--- config.mk ---
export PLATFORM = sky130hd
export DESIGN_NAME = cache_ctrl
export DESIGN_NICKNAME = d
export VERILOG_FILES = /design/src/rtl/cache_ctrl.sv
export SDC_FILE = /design/constraint.sdc
export NUM_CORES = 2
export LEC_CHECK = 0
export CAP_MARGIN = 20
export CORE_MARGIN = 3
export CORE_UTILIZATION = 33
export CTS_CLUSTER_SIZE = 24
export DETAILED_ROUTE_END_ITERATION = 16
export HOLD_SLACK_MARGIN = 0.02
export SYNTH_ARGS = -nofsm -noshare
export SYNTH_HDL_FRONTEND = slang
export SYNTH_SLANG_ARGS = --single-unit
export TNS_END_PERCENT = 50
--- constraint.sdc ---
create_clock -name clk -period 5.85 [get_ports clk]
set_input_delay 0.585 -clock clk [delete_from_list [all_inputs] [get_ports clk]]
set_output_delay 0.585 -clock clk [all_outputs]
set_load 0.1 [all_outputs]
--- src/rtl/cache_ctrl.sv ---
// Direct-mapped, write-back, write-allocate cache controller.
// 32 lines x 4 16-bit words. Tag = Addr[15:8], index = Addr[7:3], word = Addr[2:1].
// A miss on a dirty line writes back four words, then fills four words, one
// backing-memory handshake per word.
module cache_ctrl #(
  parameter int CACHE_ID = 0,     // 0 = instruction cache, 1 = data cache
  parameter bit WRITABLE = 1'b1   // 0 rejects every write request
) (
  input  logic        clk,
  input  logic        rst,
  input  logic [15:0] Addr,
  input  logic [15:0] DataIn,
  input  logic        Rd,
  input  logic        Wr,
  output logic [15:0] DataOut,
  output logic        Done,
  output logic        Stall,
  output logic        CacheReq,
  output logic        CacheHit,
  output logic        Err,
  output logic [15:0] mem_addr,
  output logic [15:0] mem_wdata,
  output logic        mem_rd,
  output logic        mem_wr,
  input  logic [15:0] mem_rdata,
  input  logic        mem_ack
);

  if (CACHE_ID != 0 && CACHE_ID != 1) begin : g_bad_cache_id
    $error("cache_ctrl: CACHE_ID must be 0 or 1");
  end

  // Encoding puts the beat number in bits [1:0] of the WB and FILL states, and
  // makes WB3+1 = FILL0 and FILL3+1 = DONE so every beat advances by increment.
  typedef enum logic [3:0] {
    IDLE    = 4'd0,
    COMPARE = 4'd1,
    WB0     = 4'd4,
    WB1     = 4'd5,
    WB2     = 4'd6,
    WB3     = 4'd7,
    FILL0   = 4'd8,
    FILL1   = 4'd9,
    FILL2   = 4'd10,
    FILL3   = 4'd11,
    DONE    = 4'd12
  } state_e;

  state_e      state_q, state_d;

  // Latched request
  logic [15:1] addr_q;
  logic [15:0] din_q;
  logic        is_wr_q;
  logic [15:0] dout_q;

  // Line status and storage
  logic [31:0] valid_q;
  logic [31:0] dirty_q;
  logic [7:0]  tag_mem  [32];
  logic [15:0] data_mem [128];

  // Decoded request fields and per-state strobes
  logic [4:0]  idx;
  logic [1:0]  word;
  logic [7:0]  tag_in;
  logic [7:0]  old_tag;
  logic [1:0]  beat;
  logic        line_hit;
  logic [15:0] rd_word;
  logic        req_err;
  logic        req_ok;
  logic        accept;
  logic        complete;
  logic        fill_we;

  assign idx      = addr_q[7:3];
  assign word     = addr_q[2:1];
  assign tag_in   = addr_q[15:8];
  assign old_tag  = tag_mem[idx];
  assign beat     = state_q[1:0];
  assign line_hit = valid_q[idx] && (old_tag == tag_in);
  assign rd_word  = data_mem[{idx, word}];

  assign req_err  = (Rd && Wr) || (Addr[0] && (Rd || Wr)) || (Wr && !WRITABLE);
  assign req_ok   = (Rd || Wr) && !req_err;

  assign Stall    = (state_q != IDLE);

  // Read data is presented combinationally on the completion cycle and held afterwards.
  assign DataOut  = (complete && !is_wr_q) ? rd_word : dout_q;

  // State register.
  // NOTE: sequential state uses non-blocking assignments so every flop samples
  // pre-edge values; blocking here would create simulation order races.
  always_ff @(posedge clk) begin
    if (rst) state_q <= IDLE;
    else     state_q <= state_d;
  end

  // Next-state decode and all FSM-driven outputs.
  always_comb begin
    // NOTE: every output of this block gets a default first, so no path can
    // leave one unassigned and infer a latch.
    state_d   = state_q;
    Done      = 1'b0;
    CacheHit  = 1'b0;
    CacheReq  = 1'b0;
    Err       = 1'b0;
    mem_rd    = 1'b0;
    mem_wr    = 1'b0;
    mem_addr  = '0;
    mem_wdata = '0;
    accept    = 1'b0;
    complete  = 1'b0;
    fill_we   = 1'b0;
    case (state_q)
      IDLE: begin
        if (req_err) begin
          Err = 1'b1;
        end else if (req_ok) begin
          CacheReq = 1'b1;
          accept   = 1'b1;
          state_d  = COMPARE;
        end
      end
      COMPARE: begin
        if (line_hit) begin
          Done     = 1'b1;
          CacheHit = 1'b1;
          complete = 1'b1;
          state_d  = IDLE;
        end else if (valid_q[idx] && dirty_q[idx]) begin
          state_d = WB0;
        end else begin
          state_d = FILL0;
        end
      end
      WB0, WB1, WB2, WB3: begin
        mem_wr    = 1'b1;
        mem_addr  = {old_tag, idx, beat, 1'b0};
        mem_wdata = data_mem[{idx, beat}];
        if (mem_ack) state_d = state_e'(state_q + 4'd1);
      end
      FILL0, FILL1, FILL2, FILL3: begin
        mem_rd   = 1'b1;
        mem_addr = {tag_in, idx, beat, 1'b0};
        if (mem_ack) begin
          fill_we = 1'b1;
          state_d = state_e'(state_q + 4'd1);
        end
      end
      DONE: begin
        Done     = 1'b1;
        complete = 1'b1;
        state_d  = IDLE;
      end
      default: state_d = IDLE;
    endcase
  end

  // Request latch, line status bits and the held read value.
  always_ff @(posedge clk) begin
    if (rst) begin
      addr_q  <= '0;
      din_q   <= '0;
      is_wr_q <= 1'b0;
      dout_q  <= '0;
      valid_q <= '0;
      dirty_q <= '0;
    end else begin
      if (accept) begin
        addr_q  <= Addr[15:1];
        din_q   <= DataIn;
        is_wr_q <= Wr;
      end
      if (fill_we && beat == 2'd3) begin
        valid_q[idx] <= 1'b1;
        dirty_q[idx] <= 1'b0;
      end
      if (complete) begin
        if (is_wr_q) dirty_q[idx] <= 1'b1;
        else         dout_q       <= rd_word;
      end
    end
  end

  // Tag and data storage: fills from memory and stores from the pipeline.
  // NOTE: the arrays are deliberately not reset; clearing the valid bits is
  // enough to make stale contents unreachable.
  always_ff @(posedge clk) begin
    if (fill_we) begin
      data_mem[{idx, beat}] <= mem_rdata;
      if (beat == 2'd3) tag_mem[idx] <= tag_in;
    end
    if (complete && is_wr_q) data_mem[{idx, word}] <= din_q;
  end

endmodule

# Word-level counts from Yosys, hierarchy flattened
# Memory sizes are Yosys's and may differ from the RTL's. A register that Yosys moved wholly into a read port is not among the register bits.
# Index checks and enable logic that the tools add are counted.
# totals
reg_bits,116
mem_bits_rw,2304
input_bits,53
elab_cells,98
mem_count,2
# mem_list
name,words,word_bits,read_ports,rd_ports_with_merged_regs,wr,line,text
data_mem,128,16,2,1,1,61,logic [15:0] data_mem [128];
tag_mem,32,8,1,1,1,60,logic [7:0] tag_mem [32];
# op_classes
addsub,1
order_cmp,2
eq_ne,15
muxes,45
n_bitwise,5
n_reduce_logical,21
# ops
op,n
32-bit two-way mux,4
32-bit bitwise OR,2
16-bit two-way mux,3
32-bit bitwise AND,1
32-bit inverter,1
16-bit one-hot mux with 2 select lines,1
1-bit two-way mux,22
7-bit two-way mux,3
"4-bit equality test, second input constant",5
4-bit two-way mux,5
"4-bit by 3-bit equality test with 1-bit output, second input constant",4
16-bit OR reduction,1
4-bit one-hot mux with 3 select lines,1
1-bit binary-select mux with 5-bit select,2
5-bit two-way mux,2
1-bit logical AND,9
8-bit equality test,1
4-bit OR reduction,2
8-bit OR reduction,1
"5-bit by 6-bit < comparator with 1-bit output, second input constant",1
1-bit demux with 5-bit select,1
"5-bit by 1-bit >= comparator with 1-bit output, second input constant",1
"4-bit by 1-bit adder with 4-bit output, second input constant",1
"4-bit by 1-bit equality test with 1-bit output, second input constant",1
11 further kinds,14

# Depth between registers and ports, before layout
# logic_depth
ltp_word,11
ltp_mapped,15
ltp_nobuf,10

# Worst setup path after synthesis
# OpenSTA, ideal clock, no wires.
# synth_path
kind,register to output
startpoint,register with a tool-made name
endpoint,output CacheHit
t_arrival_ps,5274
slack_ps,-9
stages_incl_launch_ff,12
cell_sequence,dfxtp_1 > buf_6 > buf_6 > buf_6 > buf_2 > mux2i_1 > a22oi_1 > a21oi_1 > nor4_1 > xnor2_1 > nand4_2 > nor4b_1
# synth_rtl
element,line,text
"end, declared",19,"output logic CacheHit,"

# Worst setup path in the final report
# layout_path
startpoint,register state_q[1]
endpoint,output mem_wdata[8]
# layout_via
elab_chain_len,3
word_cells_on_any_way,7
# layout_rtl
element,line,text
"start, declared",49,"state_e state_q, state_d;"
"start signal, assigned",98,else state_q <= state_d;
branches (longest 2 deep; another with memory read 128 x 16 bit),n/a,
16-bit two-way mux *,117,case (state_q)
"end, declared",22,"output logic [15:0] mem_wdata,"
# Mark *: on every way between the ends.

==> impl_metrics.ini <==
[worst_setup_path]
worstSetupPathType = flip-flop to output port
critPathArrivalTime_ns = 5.12
cp-start-kind = flip-flop
path_max_fanout = 38
r2r_cells = 14
required_ns = 5.27
r2r_slack_ns = 0.64
r2r-end = data_mem[78][13]
endpoint_kind = output port

[global_routing]
grt_max_degree = 129
grt_usage = 0.2062
grt-ovfl-total = 0
grt_pass1_wl_um = 493000
grt_pass1_vias = 60802
antenna_found_initial = 20

[power]
max-vdd-ir-drop_v = 0.0002612
seq_power_share = 0.422
internal_power_mw = 33.16
p_per_area_nw_per_um2 = 356.4
pwr-share-comb = 0.212
switchingPower_mw = 12.55
netSwitchingFraction = 0.2746
p_leak_nw = 37.83
pwr-share-clk = 0.365

[drt]
drtPass1Iterations = 6
wirelength_um = 355300
vias_per_cell = 6.029
drtAntennaViolNets = 0
wire_per_inst_um = 35.27
num_vias = 60747
initialDrtViolationCount = 9018
route.detailed.drc = 0

[layout]
synthToLayoutAreaGrowth_pct = 17.02
final_util = 0.3898
drive_above_1_share = 0.4247
num-nets-final = 5580

[min_path]
min_path_type = input pin to flip-flop
hold_depth = 2
hold_end = state_q[1]
worstHoldStart = rst

[synthesis]
ys_ff_latch = 2427
synth_fp_nets = 5169
synth_edf_count = 2304
synth.yosys.warnings = 0
synth_cell_types = 61
synth_seq_area_share = 0.6538
synth_area_sq_um = 109600
synth.avg_cell_area_sq_um = 21.44
yosys_most_used_dff = edfxtp_1
ys_async_sr_fraction = 0
syn_inst = 5112

[floorplanning]
die_area_sq_um = 339100
coreArea_sq_um = 329000
num_io_pins = 108
die_w_um = 582.3
rows = 210
die_h_um = 582.3
start_util = 0.3331

[sta]
hold_viol = 0
clock_skew_ns = 0.05345
rsz0062_at_grt = no
fin_crit_ns = 5.706
slew_headroom = 0.2012
fmax_mhz = 175.2
min_period_over_period = 0.9754
fin_setup_tns_ns = 0
drv_slew = 0
setup_violations = 0
worstMarginPinSlew_ns = 1.198

[clock_tree]
clkTransAtPathRegs_ns = 0.06
numCtsBuffers = 271
worst_skew_pair.late_latency_ns = 0.85
cts_root_buffer = clkbuf_16
cts_num_sinks = 2427
hold_buffers = 0
cts_tree = done
cts_buffer_depth = 4
h-tree-depth = 5

[placed_design]
portBuffers = 106
post-dp-hpwl_um = 228800
gp_congestion = 0.8933

[run_status]
status = finished, final reports clean

[flow_run]
drv_cap = 0
==> final cells by class <==
type,count,area (sq um)
repair buffers,545,5609
fillers,29107,200700
inverters,33,123.9
multi-input cells,2245,36850
well taps,4346,5438
clock inverters,120,1140
clock buffers,347,7361
diodes,12,30.03
flip-flops and latches,2427,71690
==> kinds of logic after synthesis <==
kind of cell               after synthesis  synth area share
other                                    1        0.00003422
muxes                                 1513            0.2939
xor gates and xnor gates                 7         0.0005594
AOI/OAI and AO/OA                      238           0.01497
buffers and inverters                  440           0.01631
adders and majority gates                4         0.0004567
and+or+nand+nor                        482           0.02001
DFF                                   2427            0.6538
==> worst max-delay path, cell delays in order (launching register included) <==
cell	delay [ns]
dfxtp_4	0.81
buf_12	0.33
buf_12	0.24
mux4_2	0.34
mux4_2	0.53
mux2i_1	0.77
o211ai_1	0.48
a21oi_1	0.25
nor2_1	0.12
buf_4	0.28
==> layer usage <==
metal | wire length [um] | GRT usage
met5 | 23 | 0
met1 | 137100 | 0.2828
met2 | 164900 | 0.3191
met4 | 15230 | 0.07507
met3 | 37980 | 0.05096
==> cell usage after synthesis, types with 3 or more instances <==
master / number / share of area
buf_2: 32 / 0.0015
xnor2_1: 4 / 0.00032
a32o_1: 6 / 0.00055
nor4_1: 19 / 0.0011
buf_6: 5 / 0.00051
a22oi_1: 60 / 0.0041
a221oi_1: 7 / 0.00056
o21ai_0: 15 / 0.00068
or3_1: 3 / 0.00017
o21ai_1: 10 / 0.00046
nor2_1: 202 / 0.0069
mux2_2: 57 / 0.0059
dfxtp_1: 123 / 0.022
nor3_1: 69 / 0.0032
mux4_2: 1358 / 0.28
o22ai_1: 4 / 0.00023
buf_1: 127 / 0.0043
and2_1: 11 / 0.00063
and3_1: 3 / 0.00017
edfxtp_1: 2304 / 0.63
inv_1: 31 / 0.0011
mux2i_1: 98 / 0.0090
nand2b_1: 7 / 0.00040
a21oi_1: 74 / 0.0034
or2_2: 5 / 0.00029
o211ai_1: 6 / 0.00041
a31oi_1: 5 / 0.00029
nand3_1: 14 / 0.00064
nand2_1: 103 / 0.0035
buf_4: 7 / 0.00048
a211oi_1: 5 / 0.00034
ha_1: 4 / 0.00046
o32ai_1: 25 / 0.0020
nor2b_1: 23 / 0.0013
a22o_1: 8 / 0.00064
xor2_1: 3 / 0.00024
clkbuf_1: 234 / 0.0080
and2b_1: 10 / 0.00068
nand3b_1: 4 / 0.00027
==> repair_timing <==
item | 4_1_cts | 5_1_grt
buffers inserted | 1 | 1
setup endpoints to repair | 19 | 8
resized for setup | 2 | 1
==> placed cells by master, fill, tap and decap left out, types with 41 or more instances in the layout <==
cell	synthesis	layout
a21oi_1	74	74
a22oi_1	60	60
buf_12	2	107
buf_4	7	376
clkbuf_1	234	59
clkbuf_16	0	282
clkdlybuf4s50_1	0	59
clkinv_1	1	56
dfxtp_1	123	111
edfxtp_1	2304	2304
mux2_2	57	41
mux2i_1	98	95
mux4_2	1358	1358
nand2_1	103	103
nor2_1	202	141
nor2_2	0	60
nor3_2	0	59
==> worst max-delay path by stage <==
stage / from / to / cells after the start
final: state_q[1] / mem_wdata[8] / 9
after global routing: flip-flop / DataOut[4] / 8
after CTS: state_q[0] / mem_wdata[5] / 8
after detailed placement: flip-flop / data_mem[78][13] / 15
after global placement: flip-flop / data_mem[78][0] / 15
after floorplan: state_q[0] / mem_wdata[9] / 11
==> metrics by stage <==
| step | hold slack [ns] | power [mW] | std cells | setup WS, ns | area, sq um |
|---|---|---|---|---|---|
| final | 0.1721 | 45.71 | 10075 | 0.1438 | 128200 |
| after global routing | 0.1582 | 46.94 | 10063 | 0.07542 | 128200 |
| after CTS | 0.1210 | 45.93 | 10060 | 0.1087 | 128200 |
| after detailed placement | 0.4512 | 29.33 | 9592 | 0.4575 | 119600 |
| after global placement | 0.4438 | 29.31 | 9589 | 0.4917 | 119600 |
| after floorplan | 0.4329 | 25.57 | 5112 | 0.4624 | 109600 |
==> flip-flops by register name (all words and copies together) (netlist names), named ones only <==
register / count
tag_mem: 256
valid_q: 32
dirty_q: 32
data_mem: 2048
din_q: 16
state_q: 4
is_wr_q: 1
addr_q: 15
dout_q: 16
==> power groups by stage <==
stage | clock [mW] | combinational [mW] | sequential [mW]
floorplan | 0 | 6.05 | 19.5
global placement | 0 | 9.62 | 19.7
detailed placement | 0 | 9.65 | 19.7
CTS | 16.9 | 9.72 | 19.3
global route | 17.6 | 10.1 | 19.3
finish | 16.7 | 9.71 | 19.3
(Power assumes the default switching activity.)
